File: src/rtl/fetch_stage.sv
// fetch_stage: instruction-fetch stage. It holds the PC, issues one outstanding
// instruction-memory read at a time, applies branch redirects from execute,
// freezes on decode hazards, and drives the registered IF/ID outputs.
module fetch_stage #(
    parameter logic [31:0] RESET_PC = 32'h0000_0000
) (
    input  logic        clk,
    input  logic        rst,
    input  logic        freeze,
    input  logic        branch_taken,
    input  logic [31:0] branch_addr,
    output logic        imem_req,
    output logic [31:0] imem_addr,
    input  logic        imem_ready,
    input  logic [31:0] imem_rdata,
    output logic [31:0] pc_out,
    output logic [31:0] instruction_out,
    output logic        valid_out
);

    localparam int unsigned XLEN = 32;
    localparam logic [XLEN-1:0] PC_STEP = XLEN'(4);

    // FETCH: request at pc; HOLD: completed fetch parked while decode is frozen;
    // DISCARD: a request abandoned by a branch is still open and must be drained.
    typedef enum logic [1:0] {
        FETCH   = 2'd0,
        HOLD    = 2'd1,
        DISCARD = 2'd2
    } state_t;

    state_t state;
    state_t state_next;

    logic [XLEN-1:0] pc;
    logic [XLEN-1:0] pc_next;
    logic [XLEN-1:0] kill_addr;
    logic [XLEN-1:0] kill_addr_next;
    logic [XLEN-1:0] hold_instr;
    logic [XLEN-1:0] hold_instr_next;
    logic [XLEN-1:0] hold_pc;
    logic [XLEN-1:0] hold_pc_next;
    logic [XLEN-1:0] pc_out_next;
    logic [XLEN-1:0] instr_out_next;
    logic            valid_out_next;

    logic            done;
    logic            bubble;
    logic [XLEN-1:0] pc_plus4;
    logic [XLEN-1:0] branch_target;

    // Redirect targets are word aligned; the low address bits are deliberately ignored.
    logic unused_branch_lsbs;
    assign unused_branch_lsbs = &{1'b0, branch_addr[1:0]};

    assign pc_plus4      = pc + PC_STEP;
    assign branch_target = {branch_addr[XLEN-1:2], 2'b00};

    // Memory handshake is driven from registers only, never from imem_ready.
    assign imem_req  = !rst && ((state == FETCH) || (state == DISCARD));
    assign imem_addr = (state == DISCARD) ? kill_addr : pc;
    assign done      = imem_req && imem_ready;

    // State register.
    always_ff @(posedge clk) begin
        if (rst) begin
            state <= FETCH;
        end else begin
            state <= state_next;
        end
    end

    // Next-state logic: branch beats freeze beats normal progress.
    always_comb begin
        state_next = state;
        case (state)
            FETCH: begin
                if (branch_taken) begin
                    state_next = done ? FETCH : DISCARD;
                end else if (done && freeze) begin
                    state_next = HOLD;
                end
            end
            HOLD: begin
                if (branch_taken || !freeze) begin
                    state_next = FETCH;
                end
            end
            DISCARD: begin
                if (done) begin
                    state_next = FETCH;
                end
            end
            default: state_next = FETCH;
        endcase
    end

    // Datapath next values: PC, kill address, freeze buffer and IF/ID outputs.
    always_comb begin
        pc_next         = pc;
        kill_addr_next  = kill_addr;
        hold_instr_next = hold_instr;
        hold_pc_next    = hold_pc;
        pc_out_next     = pc_out;
        instr_out_next  = instruction_out;
        valid_out_next  = valid_out;
        bubble          = 1'b0;

        case (state)
            FETCH: begin
                if (branch_taken) begin
                    // Completed data is dropped; an open request is drained in DISCARD.
                    pc_next = branch_target;
                    bubble  = 1'b1;
                    if (!done) begin
                        kill_addr_next = pc;
                    end
                end else if (done) begin
                    pc_next = pc_plus4;
                    if (freeze) begin
                        hold_instr_next = imem_rdata;
                        hold_pc_next    = pc_plus4;
                    end else begin
                        instr_out_next = imem_rdata;
                        pc_out_next    = pc_plus4;
                        valid_out_next = 1'b1;
                    end
                end else if (!freeze) begin
                    bubble = 1'b1;
                end
            end
            HOLD: begin
                if (branch_taken) begin
                    pc_next = branch_target;
                    bubble  = 1'b1;
                end else if (!freeze) begin
                    instr_out_next = hold_instr;
                    pc_out_next    = hold_pc;
                    valid_out_next = 1'b1;
                end
            end
            DISCARD: begin
                // Latest redirect wins; the drained data is never forwarded.
                if (branch_taken) begin
                    pc_next = branch_target;
                    bubble  = 1'b1;
                end else if (!freeze) begin
                    bubble = 1'b1;
                end
            end
            default: begin
                bubble = 1'b1;
            end
        endcase

        if (bubble) begin
            instr_out_next = '0;
            pc_out_next    = '0;
            valid_out_next = 1'b0;
        end
    end

    // Datapath and IF/ID output registers.
    always_ff @(posedge clk) begin
        if (rst) begin
            pc              <= RESET_PC;
            kill_addr       <= '0;
            hold_instr      <= '0;
            hold_pc         <= '0;
            pc_out          <= '0;
            instruction_out <= '0;
            valid_out       <= 1'b0;
        end else begin
            pc              <= pc_next;
            kill_addr       <= kill_addr_next;
            hold_instr      <= hold_instr_next;
            hold_pc         <= hold_pc_next;
            pc_out          <= pc_out_next;
            instruction_out <= instr_out_next;
            valid_out       <= valid_out_next;
        end
    end

endmodule

File: config.mk
export PLATFORM = sky130hd
export DESIGN_NAME = fetch_stage
export DESIGN_NICKNAME = d
export VERILOG_FILES = /design/src/rtl/fetch_stage.sv
export SDC_FILE = /design/constraint.sdc
export NUM_CORES = 1
export LEC_CHECK = 0
export BUFFER_PORTS_ARGS = -buffer_cell sky130_fd_sc_hd__buf_2
export CAP_MARGIN = 20
export CORE_ASPECT_RATIO = 0.5
export CORE_UTILIZATION = 53
export DETAILED_ROUTE_END_ITERATION = 8
export PLACE_DENSITY_LB_ADDON = 0.12
export SYNTH_ARGS = -nofsm -noshare
export SYNTH_HDL_FRONTEND = slang
export SYNTH_SLANG_ARGS = --single-unit
File: constraint.sdc
create_clock -name clk -period 3.4 [get_ports clk]
set_clock_uncertainty 0.15 [all_clocks]
set_input_delay 0.68 -clock clk [delete_from_list [all_inputs] [get_ports clk]]
set_output_delay 0.68 -clock clk [all_outputs]
set_load 0.05 [all_outputs]
Yosys cells after proc, flatten, opt, wreduce, memory -nomap -nowiden

Cells that the tools add are included.

Output and inout bits: 98
Bits in registers: 195
Bits of input ports: 69

Reductions and logical operators: 18
Mux-type cells: 34
Bitwise logic cells: 2
Add/subtract/negate cells: 1
Eq/ne operators: 12

Operators with widths:

| operator                                               | count |
|---|---|
| two-way mux 32 bit                                     | 14 |
| one-hot mux 32 bit (2 select lines)                    | 3 |
| adder 32 x 3 -> 32 bit (second input constant)         | 1 |
| inequality test 2 bit (second input constant)          | 7 |
| two-way mux 2 bit                                      | 5 |
| two-way mux 1 bit                                      | 9 |
| AND reduction 3 bit                                    | 3 |
| AND reduction 4 bit                                    | 2 |
| one-hot mux 2 bit (3 select lines)                     | 1 |
| AND reduction 6 bit                                    | 1 |
| nonzero test 2 bit                                     | 2 |
| OR reduction 2 bit                                     | 2 |
| logical AND 1 bit                                      | 3 |
| inequality test 3 x 2 -> 1 bit (second input constant) | 1 |
| inequality test 3 bit (second input constant)          | 1 |
| one-hot mux 1 bit (3 select lines)                     | 1 |
| == test 2 x 1 -> 1 bit (second input constant)         | 1 |
| == test 2 bit (second input constant)                  | 1 |
| zero test 1 bit                                        | 2 |
| zero test 2 bit                                        | 1 |
| logical OR 1 bit                                       | 2 |
| inequality test 2 x 1 -> 1 bit (second input constant) | 1 |
| inverter 1 bit                                         | 2 |
| one-hot mux 1 bit (2 select lines)                     | 1 |

Logic depth before layout (Yosys ltp)

Word-level depth: 8
Gate-level depth with buffers: 10
Gate-level depth less buffers: 7

Worst setup path after synthesis

OpenSTA, ideal clock, no wires.

Kind: register to output
Start: reg state[0]
End: out imem_addr[10]
Stages on the path, launching flop included: 6
Setup slack: 0.507 ns
Arrival: 2.063 ns
Cell sequence: dfxtp_1 -> inv_1 -> ha_1 -> clkbuf_1 -> clkbuf_1 -> o21ai_0

Cells in the longest elaborated chain, start to end: 2

RTL lines:

| item                     | RTL line | text |
|---|---|---|
| start: declaration       | 32       | `state_t state;` |
| start signal: assignment | 69       | `state <= state_next;` |
| == test 2 bit            | 61       | `assign imem_addr = (state == DISCARD) ? kill_addr : pc;` |
| two-way mux 32 bit       | 61       |  |
| end: declaration         | 13       | `output logic [31:0] imem_addr,` |

Every way passes these cells.

Final worst setup path

Start: reg state[0]
End: out imem_addr[6]

The elaborated chain is that of the path after synthesis.

==> metrics <==
DP HPWL=17,000 um; cell taking the most area after synthesis=dfxtp_1; Post-Layout Inst Area=0.01025 mm2; Syn Inst Count=1,099; Total Nets Final=1,277; top post-synthesis cells by area=dfxtp_1, nand2_1, a21oi_1; first-pass GRT wire length=39,610 um; CTS clock-pin slew for the worst setup and hold paths=0.08 ns; post-CTS setup buffer count=0; Vias=8,312; FP Rows=32; total iterations of the first detailed-routing run=5; Hold Buf Count CTS=0; Final ANT Viol Nets=0; GRT Overall Usage=29.77%; Final Slew Violations=0; ant diodes=0; min cycle time layout=3.145 ns; Reg-to-Reg End=pc_out[15]; Int Pwr=3.640 mW; Worst R2R Setup Slack=0.47 ns; synthesized flop and latch total=187; combinational power share=18.9%; crit path DAT=2.31 ns; Initial DRC Count=710; register share of total power=44.0%; vias in the first global route=7,589; fraction of layout cells with a size suffix above 1=20.74%; WL final=24,890 um; top cell type's share of synthesized area=42.76%; Avg Cell Area, Syn=7.967 um2; gr ovfl total=0; clock share of power=37.1%; Worst setup EP type=output port; initial antenna violation count=0; Main synth FF type=dfxtp_1; initial cell density of the core=55.50%; Seq/Total Area, Yosys=42.76%; Yosys Warn Count=0; net switching fraction of the power=33.01%; Placed Area=0.009663 mm2; leakage=3.922 nW; Synth async-reset ratio=0%; drt via density=5.788; Design Power=5.434 mW; RSZ-0062 raised after global routing=false; outcome=completed; Root Buffer=clkbuf_16; die height=92.89 um; setup_tns=0 ns; Clock Path Buffers=2; cell area after synthesis=0.008756 mm2; CP Class=reg2out; most frequent cells in the layout=nand2_1, dfxtp_1, buf_2; placed insts=1,404; I/O pins=167; reg2reg path depth=7; Fin. Hold Viols=0; worst hold path type=reg2reg; Layout Cells excl Fill=1,436; hold path startpoint=pc_out[5]; CTS resizes=0; Worst-Margin Slew=0.9721 ns; Crit Reg-Reg Startpoint=state[1]; TritonCTS Buffers=17; Die W=183.8 um; Max Clock Freq=0.3180 GHz; commonest non-fill, non-tap cell in the layout=nand2_1; P&R area growth vs syn=17.05%; largest net degree at the start of global routing=57; Placer Congestion=0.9360; TritonCTS clock tree=yes; core area=0.01578 mm2; Worst Hold Depth=2; Final Setup Violations=0; CP Data Required Time=2.57 ns; PD cells=530.2 mW/mm2; worst-skew pair later-pin latency=0.44 ns; Hold Crit Endpoint=pc_out[5]; Tcrit/Tclk final=92.50%; die area=0.01707 mm2; Slew headroom=34.91%; IO buf count=160; detailed-route wire length per cell=17.33 um; worst vdd ir=0.3932 mV; post-synthesis cell type count=62; Post-synth EDFFs=0; switching power=1.794 mW; critical path startpoint category=flop; htree depth=4; drc violations=0; max-cap viol count=0; CP max FO=26; Num Clock Sinks=187; Final Util=64.97%
[routing by layer]
| layer | GRT usage (%) | vias to the layer above | wire (um) | share of wire (%) |
|---|---|---|---|---|
| met5 | 0 | - | 0 | 0 |
| met3 | 8.730 | 16 | 2455 | 9.9 |
| li1 | - | 4062 | - | - |
| met2 | 44.19 | 322 | 10480 | 42 |
| met4 | 5.417 | 0 | 162 | 0.65 |
| met1 | 42.65 | 3912 | 11790 | 47 |
[cells in the mapped netlist (10+ instances only)]
cell	count
a21oi_1	109
mux2_2	20
nor4_1	13
clkbuf_1	82
nand4_1	12
xnor2_1	11
nand3_1	48
xor2_1	11
dfxtp_1	187
nor2_1	85
nor3_1	19
nand2_1	203
mux2i_1	38
a211oi_1	41
o21ai_0	48
inv_1	14
o211ai_1	10
[state kept, by name, indices dropped and copies added (netlist names)]
signal / count
pc: 30
pc_out: 30
kill_addr: 30
instruction_out: 32
state: 2
hold_instr: 32
hold_pc: 30
valid_out: 1
[cell families (layout without fill, tap and decap cells)]
logic type | count (synthesis) | count (layout) | share of synthesized area (%)
AND/OR/NAND/NOR | 426 | 426 | 21.79
flip-flops | 187 | 187 | 42.76
multiplexers | 58 | 58 | 6.916
buffers and inverters | 120 | 233 | 5.487
XOR/XNOR | 22 | 22 | 2.201
AO/OA/AOI/OAI | 279 | 279 | 19.95
other | 1 | 4 | 0.04283
adder cells (fa/ha/maj) | 6 | 6 | 0.8574
[worst max-delay path, cell delays in order, from the launching register on]
cell	delay (ns)
dfxtp_1	0.36
inv_1	0.10
ha_1	0.22
buf_4	0.31
buf_4	0.29
mux2_2	0.37
buf_2	0.21
[how the worst max path moves through the flow]
stage              from            end  slack (ns)  cells past startpoint
2_1_floorplan  state[0]  imem_addr[10]        0.51                      5
4_1_cts        state[0]  imem_addr[31]        0.25                      6
6_report       state[0]   imem_addr[6]        0.26                      6
5_1_grt        state[0]  imem_addr[31]        0.14                      6
3_3_place_gp        rst      pc_out[8]        0.45                      6
3_5_place_dp        rst      pc_out[8]        0.45                      6
[power by group through the flow]
stage | registers, mW | logic (mW) | clock network, mW
2_1_floorplan | 2.42 | 0.742 | 0
3_3_place_gp | 2.43 | 0.997 | 0
3_5_place_dp | 2.44 | 1.01 | 0
4_1_cts | 2.39 | 1.02 | 2.04
5_1_grt | 2.41 | 1.11 | 2.13
6_report | 2.39 | 1.03 | 2.02
[layout make-up]
type,count,area [um2]
Multi-Input combinational cell,795,4563
Inverter,15,56.30
Clock inverter,14,156.4
Tap cell,221,276.5
Fill cell,1408,5527
Timing Repair Buffer,186,1023
Clock buffer,18,429.2
Sequential cell,187,3744
[through the flow]
stage	hold slack, ns	setup slack, ns
floorplan	0.2829	0.5067
global placement	0.2871	0.4468
detailed placement	0.2924	0.4507
CTS	0.3036	0.2507
global route	0.3235	0.1408
finish	0.2992	0.2550
(Power assumes the default switching activity.)
